`src/rtl/pe_col_drain_if.sv`:
```
// Capture/stream bundle for the column drain: accumulator capture input plus the
// valid/ready result stream toward writeback.
interface pe_col_drain_if #(
    parameter int unsigned ACC_BW = 32,
    parameter int unsigned MUL_BW = 16
);
    logic [ACC_BW-1:0] o_i;
    logic              o_vld;
    logic [MUL_BW-1:0] dout;
    logic              dout_vld;
    logic              dout_rdy;

    // Environment side: drives the accumulator feed and the consumer ready.
    modport master (
        output o_i,
        output o_vld,
        output dout_rdy,
        input  dout,
        input  dout_vld
    );

    // Drain stage side.
    modport slave (
        input  o_i,
        input  o_vld,
        input  dout_rdy,
        output dout,
        output dout_vld
    );
endinterface

```
`src/rtl/pe_col_drain.sv`:
```
// Column drain: captures accumulator results, rescales with saturation, buffers them in a
// show-ahead FIFO and reports frame completion once the programmed count has drained.
module pe_col_drain #(
    parameter int unsigned FRA_BW = 8,
    parameter int unsigned MUL_BW = 16,
    parameter int unsigned ACC_BW = 32,
    parameter int unsigned DEPTH  = 4,
    parameter int unsigned LEN_BW = 16
) (
    input  logic              clk,
    input  logic              rst_n,
    input  logic              start,
    input  logic [LEN_BW-1:0] cfg_len,
    pe_col_drain_if.slave     bus,
    output logic              busy,
    output logic              done,
    output logic              sat_flag,
    output logic              ovf_flag
);

    localparam int unsigned IDX_BW = $clog2(DEPTH);
    localparam int unsigned PTR_BW = IDX_BW + 1;

    typedef enum logic [1:0] {
        StIdle,
        StCapt,
        StDrain
    } state_e;

    state_e            state_q, state_d;
    logic [LEN_BW-1:0] len_q, len_d;
    logic [LEN_BW-1:0] cnt_q, cnt_d;
    logic [LEN_BW-1:0] cnt_inc;
    logic              sat_q, sat_d;
    logic              ovf_q, ovf_d;

    logic [MUL_BW-1:0] mem_q [DEPTH];
    logic [PTR_BW-1:0] wr_q, rd_q;
    logic [PTR_BW-1:0] fill;
    logic              full, empty;
    logic              capt, push, pop;

    // ------------------------------------------------------------------
    // Rescale: drop FRA_BW fractional bits, saturate into MUL_BW signed.
    // ------------------------------------------------------------------
    logic signed [ACC_BW-1:0]   shifted;
    logic [ACC_BW-MUL_BW:0]     hi_bits;
    logic                       in_range;
    logic                       sat;
    logic [MUL_BW-1:0]          scaled;

    assign shifted  = $signed(bus.o_i) >>> FRA_BW;
    // Value fits when every bit above the MUL_BW sign bit matches it.
    assign hi_bits  = shifted[ACC_BW-1:MUL_BW-1];
    assign in_range = (&hi_bits) | ~(|hi_bits);
    assign sat      = ~in_range;

    always_comb begin
        scaled = shifted[MUL_BW-1:0];
        if (!in_range) begin
            if (shifted[ACC_BW-1]) begin
                scaled = {1'b1, {(MUL_BW-1){1'b0}}};
            end else begin
                scaled = {1'b0, {(MUL_BW-1){1'b1}}};
            end
        end
    end

    // ------------------------------------------------------------------
    // FIFO: pointers carry one extra wrap bit so full and empty differ.
    // ------------------------------------------------------------------
    assign fill  = wr_q - rd_q;
    assign empty = (fill == '0);
    assign full  = (fill == PTR_BW'(DEPTH));

    assign pop  = bus.dout_vld & bus.dout_rdy;
    assign capt = (state_q == StCapt) & bus.o_vld;
    // When full, a same-cycle pop frees the head slot that the push reuses.
    assign push = capt & (~full | pop);

    assign bus.dout_vld = ~empty;
    assign bus.dout     = empty ? '0 : mem_q[rd_q[IDX_BW-1:0]];

    always_ff @(posedge clk or negedge rst_n) begin
        if (!rst_n) begin
            wr_q <= '0;
            rd_q <= '0;
            for (int i = 0; i < int'(DEPTH); i++) begin
                mem_q[i] <= '0;
            end
        end else begin
            if (push) begin
                mem_q[wr_q[IDX_BW-1:0]] <= scaled;
            end
            wr_q <= wr_q + {{(PTR_BW-1){1'b0}}, push};
            rd_q <= rd_q + {{(PTR_BW-1){1'b0}}, pop};
        end
    end

    // ------------------------------------------------------------------
    // Frame control
    // ------------------------------------------------------------------
    assign cnt_inc = cnt_q + LEN_BW'(1);

    always_comb begin
        state_d = state_q;
        len_d   = len_q;
        cnt_d   = cnt_q;
        sat_d   = sat_q | (capt & sat);
        ovf_d   = ovf_q | (capt & ~push);
        done    = 1'b0;

        unique case (state_q)
            StIdle: begin
                if (start) begin
                    len_d   = cfg_len;
                    cnt_d   = '0;
                    sat_d   = 1'b0;
                    ovf_d   = 1'b0;
                    state_d = (cfg_len == '0) ? StDrain : StCapt;
                end
            end
            StCapt: begin
                // Drops still count toward the frame length.
                if (bus.o_vld) begin
                    cnt_d = cnt_inc;
                    if (cnt_inc == len_q) begin
                        state_d = StDrain;
                    end
                end
            end
            StDrain: begin
                if (empty) begin
                    done    = 1'b1;
                    state_d = StIdle;
                end
            end
            default: state_d = StIdle;
        endcase
    end

    always_ff @(posedge clk or negedge rst_n) begin
        if (!rst_n) begin
            state_q <= StIdle;
            len_q   <= '0;
            cnt_q   <= '0;
            sat_q   <= 1'b0;
            ovf_q   <= 1'b0;
        end else begin
            state_q <= state_d;
            len_q   <= len_d;
            cnt_q   <= cnt_d;
            sat_q   <= sat_d;
            ovf_q   <= ovf_d;
        end
    end

    assign busy     = (state_q != StIdle);
    assign sat_flag = sat_q;
    assign ovf_flag = ovf_q;

endmodule
```
`src/flat_wrapper.sv`:
```
// flat-port wrapper written by rule: the top's interface ports become plain ports
module pe_col_drain_flat 
#(
    parameter int unsigned FRA_BW = 8,
    parameter int unsigned MUL_BW = 16,
    parameter int unsigned ACC_BW = 32,
    parameter int unsigned DEPTH  = 4,
    parameter int unsigned LEN_BW = 16
)
  (clk, rst_n, start, cfg_len, busy, done, sat_flag, ovf_flag, bus_o_i, bus_o_vld, bus_dout_rdy, bus_dout, bus_dout_vld);
  pe_col_drain_if #(.ACC_BW(ACC_BW), .MUL_BW(MUL_BW)) bus_i ();
  input  logic clk;
  input  logic rst_n;
  input  logic start;
  input  logic [LEN_BW-1:0] cfg_len;
  output logic busy;
  output logic done;
  output logic sat_flag;
  output logic ovf_flag;
  input wire logic [$bits(bus_i.o_i)-1:0] bus_o_i;
  input wire logic [$bits(bus_i.o_vld)-1:0] bus_o_vld;
  input wire logic [$bits(bus_i.dout_rdy)-1:0] bus_dout_rdy;
  output wire logic [$bits(bus_i.dout)-1:0] bus_dout;
  output wire logic [$bits(bus_i.dout_vld)-1:0] bus_dout_vld;
  assign bus_i.o_i = bus_o_i;
  assign bus_i.o_vld = bus_o_vld;
  assign bus_i.dout_rdy = bus_dout_rdy;
  assign bus_dout = bus_i.dout;
  assign bus_dout_vld = bus_i.dout_vld;
  pe_col_drain #(.FRA_BW(FRA_BW), .MUL_BW(MUL_BW), .ACC_BW(ACC_BW), .DEPTH(DEPTH), .LEN_BW(LEN_BW)) u_core (.clk(clk), .rst_n(rst_n), .start(start), .cfg_len(cfg_len), .bus(bus_i), .busy(busy), .done(done), .sat_flag(sat_flag), .ovf_flag(ovf_flag));
endmodule
```
`config.mk`:
```
export PLATFORM = sky130hd
export DESIGN_NAME = pe_col_drain_flat
export DESIGN_NICKNAME = d
export VERILOG_FILES = /design/src/rtl/pe_col_drain_if.sv /design/src/rtl/pe_col_drain.sv /design/src/flat_wrapper.sv
export SDC_FILE = /design/constraint.sdc
export NUM_CORES = 1
export LEC_CHECK = 0
export ABC_AREA = 1
export BUFFER_PORTS_ARGS = -buffer_cell sky130_fd_sc_hd__buf_2
export CORE_MARGIN = 2
export CORE_UTILIZATION = 50
export DETAILED_ROUTE_END_ITERATION = 16
export GPL_TIMING_DRIVEN = 0
export PLACE_DENSITY_LB_ADDON = 0.15
export SLEW_MARGIN = 20
export SYNTH_ARGS = -nofsm -noshare
export SYNTH_HDL_FRONTEND = slang
export SYNTH_SLANG_ARGS = --single-unit
```
`constraint.sdc`:
```
create_clock -name clk -period 9.5 [get_ports clk]
set_clock_uncertainty 0.1 [all_clocks]
set_input_delay 2.85 -clock clk [delete_from_list [all_inputs] [get_ports clk]]
set_output_delay 2.85 -clock clk [all_outputs]
set_load 0.02 [all_outputs]
```
== After elaboration in Yosys (flattened, before gate mapping) ==
Cells that the tools add are included.

* Register bits after elaboration: 106
* Bits of input ports: 53
* Output and inout port bits: 21

* Add/subtract/negate cells: 4
* $lt $le $gt $ge: 3
* Equal/unequal tests: 8
* Multiplexer cells: 24
* Bitwise logic cells: 16
* Reductions and logical operators: 11

{| class="wikitable"
|+ Operators by type and width
! kind !! number
|-
| 2-to-1 mux 16 bit || 8
|-
| bitwise mux 64 bit || 1
|-
| binary-select mux 16 bit (select 2 bit) || 1
|-
| demux 16 bit (select 2 bit) || 1
|-
| case mux 16 bit (2 select lines) || 1
|-
| adder 16 x 1 -> 16 bit, second input constant || 1
|-
| == test 16 bit || 1
|-
| logical NOT 16 bit || 1
|-
| 2-to-1 mux 2 bit || 5
|-
| AND reduction 9 bit || 1
|-
| OR reduction 9 bit || 1
|-
| adder 3 x 1 -> 3 bit || 2
|-
| >= comparator 3 bit, second input constant || 2
|-
| 2-to-1 mux 1 bit || 6
|-
| != test 2 bit, second input constant || 3
|-
| NOT 2 -> 3 bit || 2
|-
| case mux 2 bit (3 select lines) || 1
|-
| bitwise AND 1 bit || 5
|-
| NOT 1 bit || 5
|-
| OR 1 bit || 4
|-
| AND reduction 4 bit || 1
|-
| nonzero test 2 bit || 2
|-
| == test 3 bit, second input constant || 1
|-
| logical NOT 3 bit || 1
|-
| 9 further kinds || 9
|}

== Logic depth before layout (Yosys ltp) ==
* Depth in word-level cells: 11
* Depth in mapped cells: 16
* Gate-level depth less buffers: 16

== Worst setup path after synthesis ==
OpenSTA, ideal clock, no wires.

* Path kind: register to output
* Start point: reg u_core.rd_q[1]
* End point: out done
* Arrival: 2.309 ns
* Data required time: 6.550 ns
* Slack: 4.241 ns
* Cell stages (with the launch flop): 13
* Cell sequence: dfrtp_1 buf_2 clkinv_1 buf_1 ha_1 inv_1 nor2_1 nor2_1 xnor2_1 nand3b_1 buf_2 buf_2 nor2_1

* Word-level cells in the longest chain between the ends: 4

{| class="wikitable"
|+ Ends and longest elaborated chain
! item !! RTL line !! source
|-
| start, declared || pe_col_drain.sv:38 || <nowiki>logic [PTR_BW-1:0] wr_q, rd_q;</nowiki>
|-
| start signal, assigned || pe_col_drain.sv:96 || <nowiki>rd_q <= rd_q + {{(PTR_BW-1){1'b0}}, pop};</nowiki>
|-
| subtractor 3 bit || pe_col_drain.sv:72 || <nowiki>assign fill = wr_q - rd_q;</nowiki>
|-
| logical NOT 3 bit || pe_col_drain.sv:73 || <nowiki>assign empty = (fill == '0);</nowiki>
|-
| 2-to-1 mux 1 bit || pe_col_drain.sv:133 || <nowiki>if (empty) begin</nowiki>
|-
| 2-to-1 mux 1 bit || pe_col_drain.sv:113 || <nowiki>unique case (state_q)</nowiki>
|-
| end, declared || flat_wrapper.sv:17 || <nowiki>output logic done;</nowiki>
|}

Every way passes these cells.

== Worst setup path in the final report ==
* Start point: reg u_core.rd_q[1]
* End point: out bus_dout[13]

* Word-level cells in the longest chain between the ends: 5
* Elaborated cells between the ends (all ways): 7
* Classes of those cells: add/sub (1); mux (4); bitwise (1); reduce/logical (1)

{| class="wikitable"
|+ Ends and longest elaborated chain
! item !! RTL line !! source
|-
| branches (longest 4 deep; another with subtractor 3 bit) || -- ||
|-
| 2-to-1 mux 16 bit (*) || pe_col_drain.sv:82 || <nowiki>assign bus.dout = empty ? '0 : mem_q[rd_q[IDX_BW-1:0]];</nowiki>
|-
| end, declared || flat_wrapper.sv:23 || <nowiki>output wire logic [$bits(bus_i.dout)-1:0] bus_dout;</nowiki>
|}

Every way passes the cells marked *. The select of a mux whose other input is x is not followed.

==> impl_metrics.csv <==
group,metric,value,unit
run_status,status,"finished, final reports clean",
worst_setup_path,crit_type,"flop to primary output",
placement,dp_slack,3.70,ns
layout,final_cells,1006,
drt,routed-via-count,5280,
worst_setup_path,path_common_cell,"buf_2",
worst_setup_path,r2r_cells,16,
drt,drt_first_pass_iters,7,
drt,drt-total-wl,14700,um
synthesis,synthAdderAreaFrac,1.51,%
power_and_ir_drop,peakVddDrop,229,uV
power_and_ir_drop,leakage,3.37,nW
clock_tree,cts_buffer_depth,2,
synthesis,ys_seq_area_share,45.8,%
worst_setup_path,endpoint,"bus_dout[13]",
clock_tree,clk_pin_slew,0.07,ns
clock_tree,clock_latency,0.36,ns
drt,routed_via_density,5.25,
placement,gp_congestion,0.860,
drt,met3WireLength,671,um
worst_setup_path,r2r_start,"u_core.rd_q[1]",
clock_tree,cts-root-buf,"clkbuf_16",
grt,grt.total_usage,25.1,%
layout,post-route-cell-area,6620,um^2
worst_setup_path,startpoint_type,"flop",
layout,antenna_cells,0,
synthesis,yosys.area.top_type_share,45.8,%
clock_tree,clock-sinks,106,
drt,drc_errors,0,
layout,fillCellCount,1065,
power_and_ir_drop,p_per_area,327,nW/um^2
worst_setup_path,crit_family,"buffers and inverters",
clock_tree,ctsResizeCount,0,
die,dieArea,12500,um^2
worst_setup_path,cp-end-kind,"primary output",
drt,drt-met1-wl,6470,um
drt,highest_layer,"met4",
synthesis,async_reset_ff_share,100,%
synthesis,syn-cell-area,5790,um^2
clock_tree,ctsHoldBuffers,0,
synthesis,yosysWarnings,0,
clock_tree,cts_made_buffers,9,
sta,timing.final.crit_share,64.9,%
sta,rsz0062_at_grt,"no",
sta,slew_violations,0,
layout,final_nets,918,
placement,dpl_cell_area,6330,um^2
synthesis,synth_top_family_by_area,"simple AND/OR/NAND/NOR gates",
synthesis,synth_compound_area_share,16.1,%
die,fp.dieH,112,um
die,ios,74,
worst_setup_path,path_depth,14,
synthesis,synthTopCellsByCount,"nand2_1 (198), inv_1 (139), dfrtp_1 (106)",
layout,syn2layout_area_growth,14.4,%
synthesis,ys_ff_latch,106,
worst_setup_path,crit_chain,"buf_2 > clkinv_1 > buf_1 > ha_1 > inv_1 > nor2_1 > nor2_1 > xnor2_1 > nand3b_1 > buf_2 > buf_2 > nand2_1 > inv_1 > buf_2",
synthesis,syn_nets,841,
placement,post-dp-hpwl,11000,um
synthesis,synth-simple-area-share,23.9,%
drt,ant_nets,0,
synthesis,synth_mux_area_share,0,%
worst_setup_path,slowest_stage,"ha_1",
placement,port-buffer-count,65,
synthesis,syn_inst,781,
synthesis,synthTopCellsByArea,"dfrtp_1 (46%), nand2_1 (13%), inv_1 (9.0%)",
sta,slew_headroom,54.9,%
synthesis,yosys.area_share.xor_xnor,0.908,%
worst_setup_path,crit_fanout,10,
die,die_w,112,um
hold_path,hold_class,"flop to flop",
sta,fin_crit,6.17,ns
sta,layout_setup_ws,3.33,ns
worst_setup_path,r2r-end,"u_core.rd_q[2]",
synthesis,syn_avg_cell_area,7.41,um^2
grt,grt_pass1_wl,25000,um
die,core,11400,um^2
worst_setup_path,crit_arrival,3.22,ns
worst_setup_path,worst-path-buf-inv,8,
worst_setup_path,critPathMaxStageDelay,0.39,ns
synthesis,ys_types,32,
drt,routedWlPerCell,14.6,um
sta,worst-slew-pin-transition,0.669,ns
sta,fmax,162,MHz
sta,fin_tns_setup,0,ns
die,start_util,50.9,%
sta,setup_viol,0,
die,rows,39,
layout,drive_gt1_share,13.9,%
clock_tree,cts_setup_buffers,0,
worst_setup_path,cp.required,6.55,ns
placement,place_inst,990,
synthesis,synth_most_common_cell,"nand2_1",
grt,grt_max_degree,80,
synthesis,ys.flop_type,"dfrtp_1",
grt,antenna_found_initial,0,
synthesis,synth-edff-count,0,
drt,wl_met2,7280,um
synthesis,yosys.area.top_type,"dfrtp_1",
drt,drtIter0Drc,387,
grt,grt_pass1_vias,5374,
run,maxCapViolations,0,
clock_tree,htreeDepth,3,
sta,hold_viol,0,
worst_setup_path,reg2reg_slack,6.20,ns
worst_setup_path,crit_start,"u_core.rd_q[1]",
grt,grt.overflow.total,0,
clock_tree,tritoncts,"done",
[layer usage]
layer  up-vias  GRT usage (%)
li1       2639              -
met1      2485           30.7
met2       130           43.8
met3        26           5.12
met4         0           9.88
met5         -              0
[power breakdown]
| group | switching (W) | internal [W] | leakage [nW] | total [W] |
|---|---|---|---|---|
| combinational | 0.000690 | 0.000351 | 1.92 | 0.00104 |
| clock | 0.000185 | 0.000191 | 0.143 | 0.000376 |
| sequential | 0.000102 | 0.000647 | 1.31 | 0.000749 |
| total | 0.000977 | 0.00119 | 3.37 | 0.00217 |
[metrics by stage]
step | utilization, % | hold slack, ns | total power (W)
floorplan | - | 0.355 | 0.00147
global placement | 55.4 | 0.371 | 0.00177
detailed placement | 55.7 | 0.374 | 0.00180
CTS | 58.3 | 0.391 | 0.00218
global route | 58.3 | 0.407 | 0.00236
finish | 58.3 | 0.391 | 0.00217
[worst min path at each step]
stage / startpoint / to / cells after the start
4_1_cts: u_core.mem_q[15] / u_core.mem_q[15] / 1
3_3_place_gp: u_core.ovf_flag / u_core.ovf_flag / 1
6_report: u_core.mem_q[15] / u_core.mem_q[15] / 1
3_5_place_dp: u_core.mem_q[15] / u_core.mem_q[15] / 1
5_1_grt: u_core.mem_q[63] / u_core.mem_q[63] / 1
2_1_floorplan: u_core.len_q[15] / u_core.len_q[15] / 2
[layout by cell type (no fill, tap or decap), types with 4 or more instances in the layout]
master / count
nand2_1: 198
inv_1: 139
dfrtp_1: 106
o21ai_0: 87
buf_2: 76
o21ai_1: 48
nand3_1: 46
a21oi_1: 35
nor2_1: 24
clkbuf_1: 13
nand4_1: 11
clkbuf_16: 9
ha_1: 7
o22ai_1: 6
nand2_2: 5
nor4_1: 5
nor3_4: 4
buf_4: 4
[final cells by class]
class                           count  area, um^2  share of cell area [%]
Tap cell                          143         179                    2.70
Inverter                          143         537                    8.10
Clock inverter                      6        56.3                   0.850
Buffer                             30         143                    2.15
Timing Repair Buffer               66         359                    5.42
Clock buffer                       10         239                    3.61
Sequential cell                   106        2650                    40.0
Multi-Input combinational cell    502        2460                    37.1
[cells by family (layout without fill, tap and decap cells)]
| family | Yosys count | count (layout) |
|---|---|---|
| AND/OR/NAND/NOR | 308 | 308 |
| AO/OA/AOI/OAI | 181 | 181 |
| flip-flops | 106 | 106 |
| buffers and inverters | 173 | 255 |
| XOR/XNOR | 6 | 6 |
| adder cells (fa/ha/maj) | 7 | 7 |
[sequential cells by signal, indices dropped and copies added, names as in the netlist]
register / count
u_core.sat_flag: 1
u_core.mem_q: 64
u_core.ovf_flag: 1
u_core.rd_q: 3
u_core.cnt_q: 16
u_core.wr_q: 3
u_core.state_q: 2
u_core.len_q: 16
No activity file was read; power rests on OpenSTA's default activity.
